[config.mk]
export PLATFORM = sky130hd
export DESIGN_NAME = fetch_unit
export DESIGN_NICKNAME = d
export VERILOG_FILES = /design/src/rtl/fetch_pkg.sv /design/src/rtl/fetch_unit.sv
export SDC_FILE = /design/constraint.sdc
export NUM_CORES = 1
export LEC_CHECK = 0
export BUFFER_PORTS_ARGS = -buffer_cell sky130_fd_sc_hd__buf_2
export CAP_MARGIN = 20
export CORE_MARGIN = 4
export CORE_UTILIZATION = 30
export CTS_CLUSTER_SIZE = 12
export DETAILED_ROUTE_END_ITERATION = 12
export GPL_TIMING_DRIVEN = 0
export PLACE_DENSITY = 0.52
export SLEW_MARGIN = 0
export SYNTH_ARGS = -nofsm -noshare
export SYNTH_HDL_FRONTEND = slang
export SYNTH_SLANG_ARGS = --single-unit
[constraint.sdc]
create_clock -name clk -period 2.67 [get_ports clk]
set_input_delay 0.4005 -clock clk [delete_from_list [all_inputs] [get_ports clk]]
set_output_delay 0.4005 -clock clk [all_outputs]
set_load 0.005 [all_outputs]
[src/rtl/fetch_pkg.sv]
// Shared definitions for the instruction fetch stage: FSM state encoding,
// the NOP filler word, fetch exception cause codes and the PC step.
package fetch_pkg;

    typedef enum logic {
        RUN       = 1'b0,
        TRAP_WAIT = 1'b1
    } fetch_state_t;

    localparam logic [31:0] NOP_INSTR          = 32'h0000_0013;
    localparam logic [3:0]  EXC_IADDR_MISALIGN = 4'd0;
    localparam logic [3:0]  EXC_IACCESS_FAULT  = 4'd1;
    localparam logic [63:0] PC_INCR            = 64'd4;

endpackage : fetch_pkg

[src/rtl/fetch_unit.sv]
// Instruction fetch stage: PC register, one-entry registered IF/ID slot and
// a two-state FSM that parks fetch after an excepting entry until a redirect.
// Optional build macro FETCH_MISALIGN_CHK_EN raises an instruction-address
// misaligned exception when pc[1:0] != 0 instead of using imem data.
module fetch_unit
    import fetch_pkg::*;
#(
    parameter logic [63:0] RESET_PC = 64'h0000_0000_0000_0000
) (
    input  logic        clk,
    input  logic        rst,
    output logic [63:0] pc_addr,
    input  logic [31:0] imem_instr,
    input  logic        imem_exc_en,
    input  logic [3:0]  imem_exc_code,
    input  logic [63:0] imem_exc_val,
    input  logic        redirect_en,
    input  logic [63:0] redirect_pc,
    input  logic        id_ready,
    output logic        id_valid,
    output logic [31:0] id_instr,
    output logic [63:0] id_pc,
    output logic        id_exc_en,
    output logic [3:0]  id_exc_code,
    output logic [63:0] id_exc_val
);

    fetch_state_t r_state, w_state_nxt;
    logic [63:0]  r_pc, w_pc_nxt;
    logic         r_id_valid, w_id_valid_nxt;
    logic [31:0]  r_id_instr, w_id_instr_nxt;
    logic [63:0]  r_id_pc, w_id_pc_nxt;
    logic         r_id_exc_en, w_id_exc_en_nxt;
    logic [3:0]   r_id_exc_code, w_id_exc_code_nxt;
    logic [63:0]  r_id_exc_val, w_id_exc_val_nxt;

    logic         w_advance;
    logic         w_ent_exc_en;
    logic [3:0]   w_ent_exc_code;
    logic [63:0]  w_ent_exc_val;
    logic [31:0]  w_ent_instr;

    assign w_advance = !r_id_valid || id_ready;

    // Form the candidate slot entry for the current PC from the memory response.
    always_comb begin
        // NOTE: every always_comb output gets a default first so no path can infer a latch.
        w_ent_exc_en   = imem_exc_en;
        w_ent_exc_code = imem_exc_en ? imem_exc_code : 4'd0;
        w_ent_exc_val  = imem_exc_en ? imem_exc_val  : 64'd0;
        w_ent_instr    = imem_exc_en ? NOP_INSTR     : imem_instr;
`ifdef FETCH_MISALIGN_CHK_EN
        if (r_pc[1:0] != 2'b00) begin
            w_ent_exc_en   = 1'b1;
            w_ent_exc_code = EXC_IADDR_MISALIGN;
            w_ent_exc_val  = r_pc;
            w_ent_instr    = NOP_INSTR;
        end
`endif
    end

    // Next-state and next-slot logic; a redirect beats every other event.
    always_comb begin
        w_state_nxt       = r_state;
        w_pc_nxt          = r_pc;
        w_id_valid_nxt    = r_id_valid;
        w_id_instr_nxt    = r_id_instr;
        w_id_pc_nxt       = r_id_pc;
        w_id_exc_en_nxt   = r_id_exc_en;
        w_id_exc_code_nxt = r_id_exc_code;
        w_id_exc_val_nxt  = r_id_exc_val;

        if (redirect_en) begin
            w_state_nxt    = RUN;
            w_pc_nxt       = redirect_pc;
            w_id_valid_nxt = 1'b0;
        end else begin
            case (r_state)
                RUN: begin
                    if (w_advance) begin
                        w_id_valid_nxt    = 1'b1;
                        w_id_instr_nxt    = w_ent_instr;
                        w_id_pc_nxt       = r_pc;
                        w_id_exc_en_nxt   = w_ent_exc_en;
                        w_id_exc_code_nxt = w_ent_exc_code;
                        w_id_exc_val_nxt  = w_ent_exc_val;
                        if (w_ent_exc_en) begin
                            w_state_nxt = TRAP_WAIT;
                        end else begin
                            w_pc_nxt = r_pc + PC_INCR;
                        end
                    end
                end
                TRAP_WAIT: begin
                    if (r_id_valid && id_ready) begin
                        w_id_valid_nxt = 1'b0;
                    end
                end
                default: w_state_nxt = RUN;
            endcase
        end
    end

    // State and slot registers with synchronous reset.
    always_ff @(posedge clk) begin
        // NOTE: sequential state uses non-blocking assignments so all registers update together.
        if (rst) begin
            r_state       <= RUN;
            r_pc          <= RESET_PC;
            r_id_valid    <= 1'b0;
            r_id_instr    <= NOP_INSTR;
            r_id_pc       <= 64'd0;
            r_id_exc_en   <= 1'b0;
            r_id_exc_code <= 4'd0;
            r_id_exc_val  <= 64'd0;
        end else begin
            r_state       <= w_state_nxt;
            r_pc          <= w_pc_nxt;
            r_id_valid    <= w_id_valid_nxt;
            r_id_instr    <= w_id_instr_nxt;
            r_id_pc       <= w_id_pc_nxt;
            r_id_exc_en   <= w_id_exc_en_nxt;
            r_id_exc_code <= w_id_exc_code_nxt;
            r_id_exc_val  <= w_id_exc_val_nxt;
        end
    end

    assign pc_addr     = r_pc;
    assign id_valid    = r_id_valid;
    assign id_instr    = r_id_instr;
    assign id_pc       = r_id_pc;
    assign id_exc_en   = r_id_exc_en;
    assign id_exc_code = r_id_exc_code;
    assign id_exc_val  = r_id_exc_val;

endmodule : fetch_unit

# After elaboration in Yosys (flattened, before gate mapping)
# Cells that the tools add are included.
# op_classes
add_sub_neg	1
n_eq_ne	4
mux	13
bitwise	2
reduce_logical	8
# ops
op	count
$mux W64	5
$add A64 B3 Y64 const B	1
$mux W32	1
$reduce_and A3 Y1	2
$mux W1	5
$mux W4	1
$ne A2 B1 Y1 const B	2
$ne A2 B2 Y1 const B	2
$not A1 Y1	2
$pmux W1 S2	1
$reduce_and A2 Y1	1
$reduce_bool A2 Y1	1
$reduce_or A2 Y1	1
$logic_and A1 B1 Y1	1
$logic_not A1 Y1	1
$logic_or A1 B1 Y1	1
# totals
ff_bits	231
inputBits	169
output_inout_bits	230
elab_cells	36

# Longest topological paths before layout
# Gate-level depths: netlist (run 1).
# depth
ltp_word	5
depth_mapped	8
ltp_nobuf	5

# Worst setup path after synthesis (run 1)
# No wires, ideal clock.
# synth_timing
kind	in2reg
start	input id_ready
end	register r_pc[51] (netlist: pc_addr[51])
setup_time_ps	91
arrival_time_ps	2229
required_time_ps	2579
setup_slack_ps	350
stages	7
n_path_buf	2
cell_sequence	nand2b_1 clkbuf_1 nand3_1 or4_4 buf_6 or4_1 a311oi_1
# synth_via
elab_chain_cells	3
# synth_lines
element	line	source
start: declaration	fetch_unit.sv:19	input logic id_ready,
$logic_or A1 B1 Y1	fetch_unit.sv:43	assign w_advance = !r_id_valid || id_ready;
$reduce_bool A2 Y1 (no source line)	-	
$reduce_and A3 Y1 (no source line)	-	
end signal: assignment	fetch_unit.sv:118	r_pc <= w_pc_nxt;
end: declaration	fetch_unit.sv:29	logic [63:0] r_pc, w_pc_nxt;
# Every way passes these cells.
# A chain may end at the register's enable or synchronous reset.

# Final worst setup path (run 1)
# layout_timing
start	register r_pc[11] (netlist: pc_addr[11])
end	register r_pc[51] (netlist: pc_addr[51])
# layout_via
elab_chain_cells	5
# layout_lines
element	line	source
$add A64 B3 Y64	fetch_unit.sv:90	w_pc_nxt = r_pc + PC_INCR;
$mux W64	fetch_unit.sv:87	if (w_ent_exc_en) begin
$mux W64	fetch_unit.sv:80	if (w_advance) begin
$mux W64	fetch_unit.sv:78	case (r_state)
$mux W64	fetch_unit.sv:73	if (redirect_en) begin
# Every way passes these cells. The select of a mux whose other input is x is not followed.

==> results of run 1 <==
==> metal layers <==
layer	GRT usage (%)	up-vias	wire length, um
met2	34.3	365	18300
met5	0	-	24
met3	4.29	68	2470
met1	30.2	4992	18300
li1	-	5089	-
met4	6.85	6	1230
==> path summary, 6_finish.rpt <==
kind / start / end / slack [ns] / cells after the start
max reg2reg: pc_addr[11] / pc_addr[51] / 0.09 / 6
min: imem_instr[0] / id_instr[0] / 0.1 / 3
max: pc_addr[11] / pc_addr[51] / 0.09 / 6
min reg2reg: id_exc_val[17] / id_exc_val[17] / 0.45 / 2
==> worst max-delay path: cells and delay by family (launching register included) <==
kind	cells	cell delay (ns)
AOI/OAI and AO/OA	1	0.24
and+or+nand+nor	4	1.60
DFF	1	0.49
buffers and inverters	1	0.17
==> layout make-up <==
cell class / instances / area [sq um] / share of cell area (%)
flip-flops and latches: 231 / 4630 / 35.2
plain buffers: 94 / 368 / 2.80
clock inverters: 11 / 166 / 1.27
inverters: 15 / 56.3 / 0.428
multi-input cells: 848 / 4620 / 35.2
well taps: 402 / 503 / 3.83
diodes: 6 / 15.0 / 0.114
clock buffers: 38 / 777 / 5.91
repair buffers: 400 / 2010 / 15.3
==> through the flow <==
stage | utilization, % | setup WS, ns | instance area [sq um]
2_1_floorplan | - | 0.350 | 9640
3_3_place_gp | 38.3 | -0.644 | 12100
3_5_place_dp | 38.3 | -0.648 | 12100
4_1_cts | 41.3 | 0.00326 | 13100
5_1_grt | 41.6 | 0.00621 | 13100
6_report | 41.6 | 0.0903 | 13100
==> logic make-up after synthesis <==
kind of cell | synth area share (%)
simple gates | 27.5
compound gates | 17.4
flops | 48.0
buf+inv | 4.47
xor+xnor | 2.36
mux | 0.208
fa+ha+maj | 0.130
==> power by group <==
group / total [mW] / internal, mW / switching (mW) / leakage, nW
Sequential: 3.81 / 3.62 / 0.183 / 1.89
Clock: 3.93 / 2.41 / 1.52 / 0.467
Combinational: 0.952 / 0.385 / 0.567 / 3.19
==> what timing repair did <==
action / 4_1_cts / 5_1_grt
setup endpoints to repair: 51 / 90
gates resized for setup: 5 / 11
setup buffers: 0 / 4
pin swaps: 1 / 2
==> cell usage in the layout (no fill, tap or decap), types with 7 or more instances in the layout <==
| cell | synthesis | routed |
|---|---|---|
| nor2b_1 | 9 | 9 |
| inv_1 | 14 | 14 |
| clkbuf_16 | 0 | 27 |
| a31oi_1 | 8 | 8 |
| a311oi_1 | 14 | 14 |
| buf_2 | 2 | 397 |
| nand2_1 | 242 | 242 |
| nor3_1 | 13 | 11 |
| a22oi_1 | 29 | 29 |
| nor4_1 | 18 | 18 |
| buf_1 | 14 | 14 |
| xnor2_1 | 21 | 21 |
| clkbuf_1 | 80 | 80 |
| and2_1 | 8 | 7 |
| dfxtp_1 | 231 | 229 |
| a2111oi_0 | 12 | 11 |
| a211oi_1 | 27 | 27 |
| and3_1 | 16 | 15 |
| nor2_1 | 87 | 87 |
| a21oi_1 | 139 | 139 |
| and4_1 | 15 | 14 |
| nand3_1 | 95 | 94 |
| nand4_1 | 22 | 22 |
==> sequential cells by signal (all words and copies together) (netlist names) <==
| name | count |
|---|---|
| id_exc_code | 4 |
| id_exc_en | 1 |
| id_exc_val | 64 |
| id_instr | 32 |
| id_pc | 64 |
| id_valid | 1 |
| pc_addr | 64 |
| r_state | 1 |
==> flow_metrics.tcl, run 1 <==
set metrics [dict create \
    yosysWarnings 0 \
    ys.flop_type "dfxtp_1" \
    max-vdd-ir-drop_mv 0.458 \
    final_cells 2045 \
    fin_tns_setup_ns 0 \
    netlist_instances 1191 \
    cp_slowest_cell "or4_4" \
    fmax_mhz 388 \
    grt_antenna_before_repair 9 \
    wl_per_cell_um 19.7 \
    hold_class "in2reg" \
    cp.arrival_ns 3.03 \
    cts_hold_buf 0 \
    crit_fanout 10 \
    dp.cells 1989 \
    path_cells "and3_2 -> nand4_4 -> or4_4 -> buf_6 -> or4_1 -> a311oi_1" \
    ant_nets 0 \
    outcome "completed" \
    core.rowCount 65 \
    totalWireLength_um 40400 \
    setup_viol 0 \
    clkSinkCount 231 \
    die_area_sq_mm 0.0351 \
    routed_via_density 5.14 \
    track_usage_pct 21.8 \
    drc_errors 0 \
    p_leak_nw 5.54 \
    max-clock-path-buffers 3 \
    syn_avg_cell_area_sq_um 8.09 \
    ios 399 \
    syn_to_final_growth_pct 36.4 \
    post-route-min-period_ns 2.58 \
    ys_seq_area_share_pct 48.0 \
    clkLatencyLatePin_ns 0.54 \
    grt_setup_unrepaired "no" \
    routabilityCongestion 0.845 \
    start_util_pct 30.5 \
    fp.dieW_um 187 \
    port_buffers 396 \
    cp-end-kind "flip-flop" \
    first_pass_iters 5 \
    htreeDepth 1 \
    report.final.slew_viol_count 0 \
    die_height_um 187 \
    cts-buffers-inserted 27 \
    drt_iter0_markers 617 \
    holdWs_ns 0.0998 \
    vias 10520 \
    synthArstFlopShare_pct 0 \
    startpoint_type "flip-flop" \
    grt_max_degree 20 \
    cap_violations 0 \
    nets 1787 \
    path_clk_slew_ns 0.06 \
    syn_area_sq_mm 0.00964 \
    grt.overflow.total 0 \
    cp.required_ns 3.12 \
    finalClockSkew_ns 0.0154 \
    finalHoldViolations 0 \
    syn_nets 1361 \
    yosysUniqueCellTypes 56 \
    synth_top_area_share_pct 48.0 \
    worst_pin_slew_ns 1.09 \
    fillers 3367 \
    core_area_sq_mm 0.0316 \
    dp_hpwl_um 30500 \
    yosysMostFrequentCell "nand2_1" \
    period_share_pct 96.6 \
    clockRootBuffer "clkbuf_16" \
    finalPower_mw 8.69 \
    grt_pass1_vias 10228 \
    synth_seq_cells 231 \
    powerDensity_mw_per_mm2 661 \
    relSlewSlack_pct 27.1 \
    synth_top_cell_by_area "dfxtp_1" \
    drive_gt1_share_pct 28.9 \
    synth.area.top_cells "dfxtp_1, nand2_1, a21oi_1" \
    grt_pass1_wl_um 61300 \
    cts_tree "yes" \
    critical_path_class "reg2reg" \
    synth-edff-count 0 \
    max_stage_delay_ns 0.62 \
    synth_common_cells "nand2_1, dfxtp_1, a21oi_1" \
]
No activity file was read; power rests on OpenSTA's default activity.
==> inputs of run 2 (changes only) <==
SETUP_SLACK_MARGIN = 0.15   (was unset)
==> run 2 against run 1 <==
  * Core utilization grew 0.20 points
  * Cell count grew 0.20%
  * Clock power is essentially flat
  * Highest routed layer unchanged
  * Non-clock buffer count grew 4
  * First-iteration DRC count shrank 7.8%
  * Total power grew 0.16%
  * Worst hold slack lost 0.0029 ns
  * Clock-buffer cell count is the same
  * Combinational power grew 0.5%
  * Design area grew 0.49%
  * Worst setup slack gained 0.15 ns
==> flow_metrics.tcl, run 2 (synthesis gave the netlist of run 1 again) <==
set metrics [dict create \
    outcome "completed" \
    clkLatencyLatePin_ns 0.54 \
    htreeDepth 1 \
    fp.dieW_um 187 \
    intPower_mw 6.42 \
    crit_fanout 10 \
    grt_pass1_wl_um 61500 \
    max-vdd-ir-drop_mv 0.465 \
    worst_pin_slew_ns 1.05 \
    cts_tree "yes" \
    finalClockSkew_ns 0.0148 \
    core_area_sq_mm 0.0316 \
    cp-end-kind "flip-flop" \
    drc_errors 0 \
    ant_nets 0 \
    routabilityCongestion 0.845 \
    totalWireLength_um 40500 \
    max_stage_delay_ns 0.62 \
    routed_via_density 5.17 \
    path_buf_inv 1 \
    grt_max_degree 14 \
    max-clock-path-buffers 3 \
    nets 1791 \
    fin_tns_setup_ns 0 \
    vias 10590 \
    syn_to_final_growth_pct 37.1 \
    start_util_pct 30.5 \
    finalPower_mw 8.71 \
    clockRootBuffer "clkbuf_16" \
    hold_class "in2reg" \
    port_buffers 396 \
    p_sw_mw 2.28 \
    p_sw_share_pct 26.2 \
    place_ws_ns -0.648 \
    fillers 3371 \
    grt_antenna_before_repair 9 \
    first_pass_iters 5 \
    dp_hpwl_um 30500 \
    relSlewSlack_pct 29.8 \
    drive_gt1_share_pct 30.0 \
    path_clk_slew_ns 0.06 \
    layout_common_cells "buf_2, nand2_1, dfxtp_1" \
    fin_area_sq_mm 0.0132 \
    grt_setup_unrepaired "yes" \
    comb_power_share_pct 11.0 \
    cts-buffers-inserted 27 \
    setup_viol 0 \
    p_leak_nw 5.58 \
    grt_pass1_vias 10236 \
    grt.overflow.total 0 \
    cp_slowest_cell "or4_4" \
    power_frac_clock_pct 45.2 \
    powerDensity_mw_per_mm2 659 \
    core.rowCount 65 \
    layout_setup_ws_ns 0.237 \
    cap_violations 0 \
    wl_per_cell_um 19.8 \
    final_core_utilization_pct 41.8 \
    die_area_sq_mm 0.0351 \
    ios 399 \
    track_usage_pct 21.9 \
    power_frac_seq_pct 43.8 \
    fmax_mhz 411 \
    layout_commonest_cell "buf_2" \
    post_dp_cell_area_sq_mm 0.0121 \
    drt_iter0_markers 569 \
    report.final.slew_viol_count 0 \
    period_share_pct 91.1 \
    finalHoldViolations 0 \
    startpoint_type "flip-flop" \
    path_cells "and3_4 -> nand4_4 -> or4_4 -> buf_6 -> or4_1 -> a311oi_1" \
    post-route-min-period_ns 2.43 \
    clkSinkCount 231 \
    seq_area_sq_mm 0.00464 \
    worst_path_dominant_cell_family "simple AND/OR/NAND/NOR gates" \
    cp.arrival_ns 2.89 \
    die_height_um 187 \
    cp.required_ns 3.12 \
    critical_path_class "reg2reg" \
    cts_hold_buf 0 \
    multi_input_area_sq_mm 0.00464 \
]
==> run 2: cell types whose count changed in the layout (fill, tap and decap cells not counted), sizes merged <==
cell,before,now
buf,416,418
clkbuf,116,118
==> run 2: final timing paths <==
path,start,end,slack [ns],cells past startpoint
min reg2reg,id_exc_val[17],id_exc_val[17],0.45,2
max reg2reg,pc_addr[11],pc_addr[51],0.24,6
min,imem_instr[25],id_instr[25],0.1,3
max,pc_addr[11],pc_addr[51],0.24,6
==> run 2: per-layer routing <==
| metal | global-route usage (%) | share of wire (%) | routed length [um] |
|---|---|---|---|
| met1 | 30.3 | 45 | 18200 |
| met2 | 34.5 | 46 | 18600 |
| met3 | 4.29 | 6.5 | 2650 |
| met4 | 6.68 | 2.7 | 1110 |
| met5 | 0 | 0.059 | 24 |
==> run 2: cell type report <==
type | count | area share [%]
clock inverters | 11 | 1.26
plain buffers | 97 | 2.92
well taps | 402 | 3.81
inverters | 15 | 0.426
diodes | 6 | 0.114
clock buffers | 38 | 5.88
multi-input cells | 848 | 35.2
repair buffers | 401 | 15.3
flip-flops and latches | 231 | 35.1
==> run 2: timing repair <==
action                                  4_1_cts  5_1_grt
gates resized for setup                      13       27
endpoints found under the setup margin      123       26
buffers inserted                              4        1
pin swaps                                     2        1
==> run 2: power groups by stage <==
stage / Combinational [mW] / Sequential, mW / Clock, mW
2_1_floorplan: 0.441 / 3.85 / 0
3_3_place_gp: 0.955 / 3.87 / 0
3_5_place_dp: 0.962 / 3.88 / 0
4_1_cts: 0.967 / 3.80 / 4.02
5_1_grt: 1.07 / 3.84 / 4.12
6_report: 0.957 / 3.81 / 3.94
==> run 2: stage by stage <==
| stage | hold slack, ns | cells |
|---|---|---|
| after CTS | 0.0695 | 2042 |
| after floorplan | 0.448 | 1191 |
| after global routing | 0.102 | 2049 |
| after global placement | 0.437 | 1989 |
| final | 0.0969 | 2049 |
| after detailed placement | 0.441 | 1989 |
==> run 2: tightest hold or removal path, stage by stage <==
cell,delay [ns]
buf_2,0.07
a22oi_1,0.05
nor2_1,0.07
==> inputs of run 3 (changes only) <==
GPL_TIMING_DRIVEN = 1   (was 0)
==> run 3 against run 2 <==
  * Critical path type unchanged
  * Highest routed layer unchanged
  * Via count is 5.1% lower
  * Sequential share of layout area is 0.49 points higher
  * Worst setup slack better by 0.084 ns
  * Critical endpoint is now pc_addr[43]
==> flow_metrics.tcl, run 3 (synthesis gave the netlist of run 1 again) <==
set metrics [dict create \
    nets 1728 \
    use_met2_pct 31.6 \
    fmax_mhz 426 \
    cp.arrival_ns 2.79 \
    routabilityCongestion 0.813 \
    place_ws_ns 0.251 \
    start_util_pct 30.5 \
    grt_antenna_before_repair 1 \
    worstHoldEndpoint "id_instr[4]" \
    hold_class "in2reg" \
    ant_nets 0 \
    holdWs_ns 0.0842 \
    outcome "completed" \
    layout_setup_ws_ns 0.322 \
    track_usage_pct 19.6 \
    grt_pass1_vias 9697 \
    die_area_sq_mm 0.0351 \
    drt_iter0_markers 705 \
    clockRootBuffer "clkbuf_16" \
    period_share_pct 88.0 \
    cts-buffers-inserted 27 \
    die_height_um 187 \
    max-vdd-ir-drop_mv 0.385 \
    antenna_cells 0 \
    cp.required_ns 3.11 \
    clkSinkCount 231 \
    path_cells "and3_2 -> nand4_4 -> or4_4 -> or4_1 -> a311oi_1" \
    core.rowCount 65 \
    grt_max_degree 125 \
    report.final.slew_viol_count 0 \
    min_path_cells 3 \
    grt_pass1_wl_um 56400 \
    seq_area_sq_mm 0.00463 \
    finalClockSkew_ns 0.00973 \
    max-clock-path-buffers 3 \
    dp_hpwl_um 25900 \
    fp.dieW_um 187 \
    grt.overflow.total 0 \
    top_usage_layer "met2" \
    startpoint_type "flip-flop" \
    min_from "imem_instr[4]" \
    setup_viol 0 \
    reg2reg_from "pc_addr[12]" \
    drc_errors 0 \
    syn_to_final_growth_pct 34.7 \
    cts_tree "yes" \
    ios 399 \
    p_leak_nw 5.55 \
    max_stage_delay_ns 0.65 \
    cp-end-kind "flip-flop" \
    r2r_slack_ns 0.32 \
    critical_path_class "reg2reg" \
    reg2reg_depth 5 \
    clkLatencyLatePin_ns 0.53 \
    path_clk_slew_ns 0.06 \
    cap_violations 0 \
    worst_pin_slew_ns 0.944 \
    totalWireLength_um 36400 \
    core_area_sq_mm 0.0316 \
    post-route-min-period_ns 2.35 \
    met1_usage_pct 26.4 \
    fin_tns_setup_ns 0 \
    wl_per_cell_um 18.4 \
    fillers 3303 \
    relSlewSlack_pct 37.1 \
    vias 10051 \
    first_pass_iters 6 \
    cp_slowest_cell "or4_4" \
    crit_fanout 11 \
    powerDensity_mw_per_mm2 642 \
    use_met3_pct 4.59 \
    r2r_end "pc_addr[43]" \
    port_buffers 398 \
    drive_gt1_share_pct 31.7 \
    routed_via_density 5.08 \
    grt_setup_unrepaired "no" \
    htreeDepth 1 \
    layout_common_cells "buf_2, nand2_1, dfxtp_1" \
    layout_commonest_cell "buf_2" \
    multi_input_area_sq_mm 0.00461 \
    finalHoldViolations 0 \
]
## run 3: layer usage
metal	routed length [um]	share of wire (%)	vias to the layer above
met4	937	2.6	2
met3	2480	6.8	61
met1	16100	44	4697
met5	8	0.022	-
li1	-	-	4961
met2	16900	46	330
## run 3: through the flow
stage | util (%) | cell area, sq um | cells | total power, mW
floorplan | - | 9640 | 1191 | 4.29
global placement | 38.3 | 12100 | 1931 | 4.81
detailed placement | 38.3 | 12100 | 1931 | 4.82
CTS | 41.0 | 13000 | 1980 | 8.48
global route | 41.0 | 13000 | 1980 | 8.75
finish | 41.0 | 13000 | 1980 | 8.33
## run 3: final cells by class
cell class / count / share of cell area (%)
inverter: 15 / 0.434
multi-input combinational: 848 / 35.5
timing repair buffer: 435 / 17.9
clock buffer: 42 / 6.10
clock inverter: 7 / 0.540
tap: 402 / 3.87
sequential: 231 / 35.6
## run 3: critical path: cells and delay by family (launching register included)
family	cells	cell delay, ns
compound gates	1	0.25
flops	1	0.42
simple gates	4	1.59
## run 3: how the worst max path moves through the flow
stage | start | endpoint | slack (ns) | cells after the start
final | pc_addr[12] | pc_addr[43] | 0.32 | 5
after global routing | pc_addr[12] | pc_addr[43] | 0.18 | 5
after CTS | pc_addr[12] | pc_addr[43] | 0.27 | 5
after detailed placement | imem_exc_en | pc_addr[54] | 0.25 | 6
after global placement | id_ready | pc_addr[54] | 0.31 | 7
after floorplan | id_ready | pc_addr[51] | 0.35 | 7
## run 3: power by group
group,leakage (nW),internal (mW),switching [mW]
clock,0.422,2.13,1.47
sequential,1.89,3.62,0.150
combinational,3.24,0.402,0.556
total,5.55,6.16,2.18
## run 3: timing repair
action,CTS,global route
setup buffers,0,0
gates resized for setup,0,5
endpoints found under the hold margin,0,0
hold buffers,0,0
setup endpoints to repair,0,4
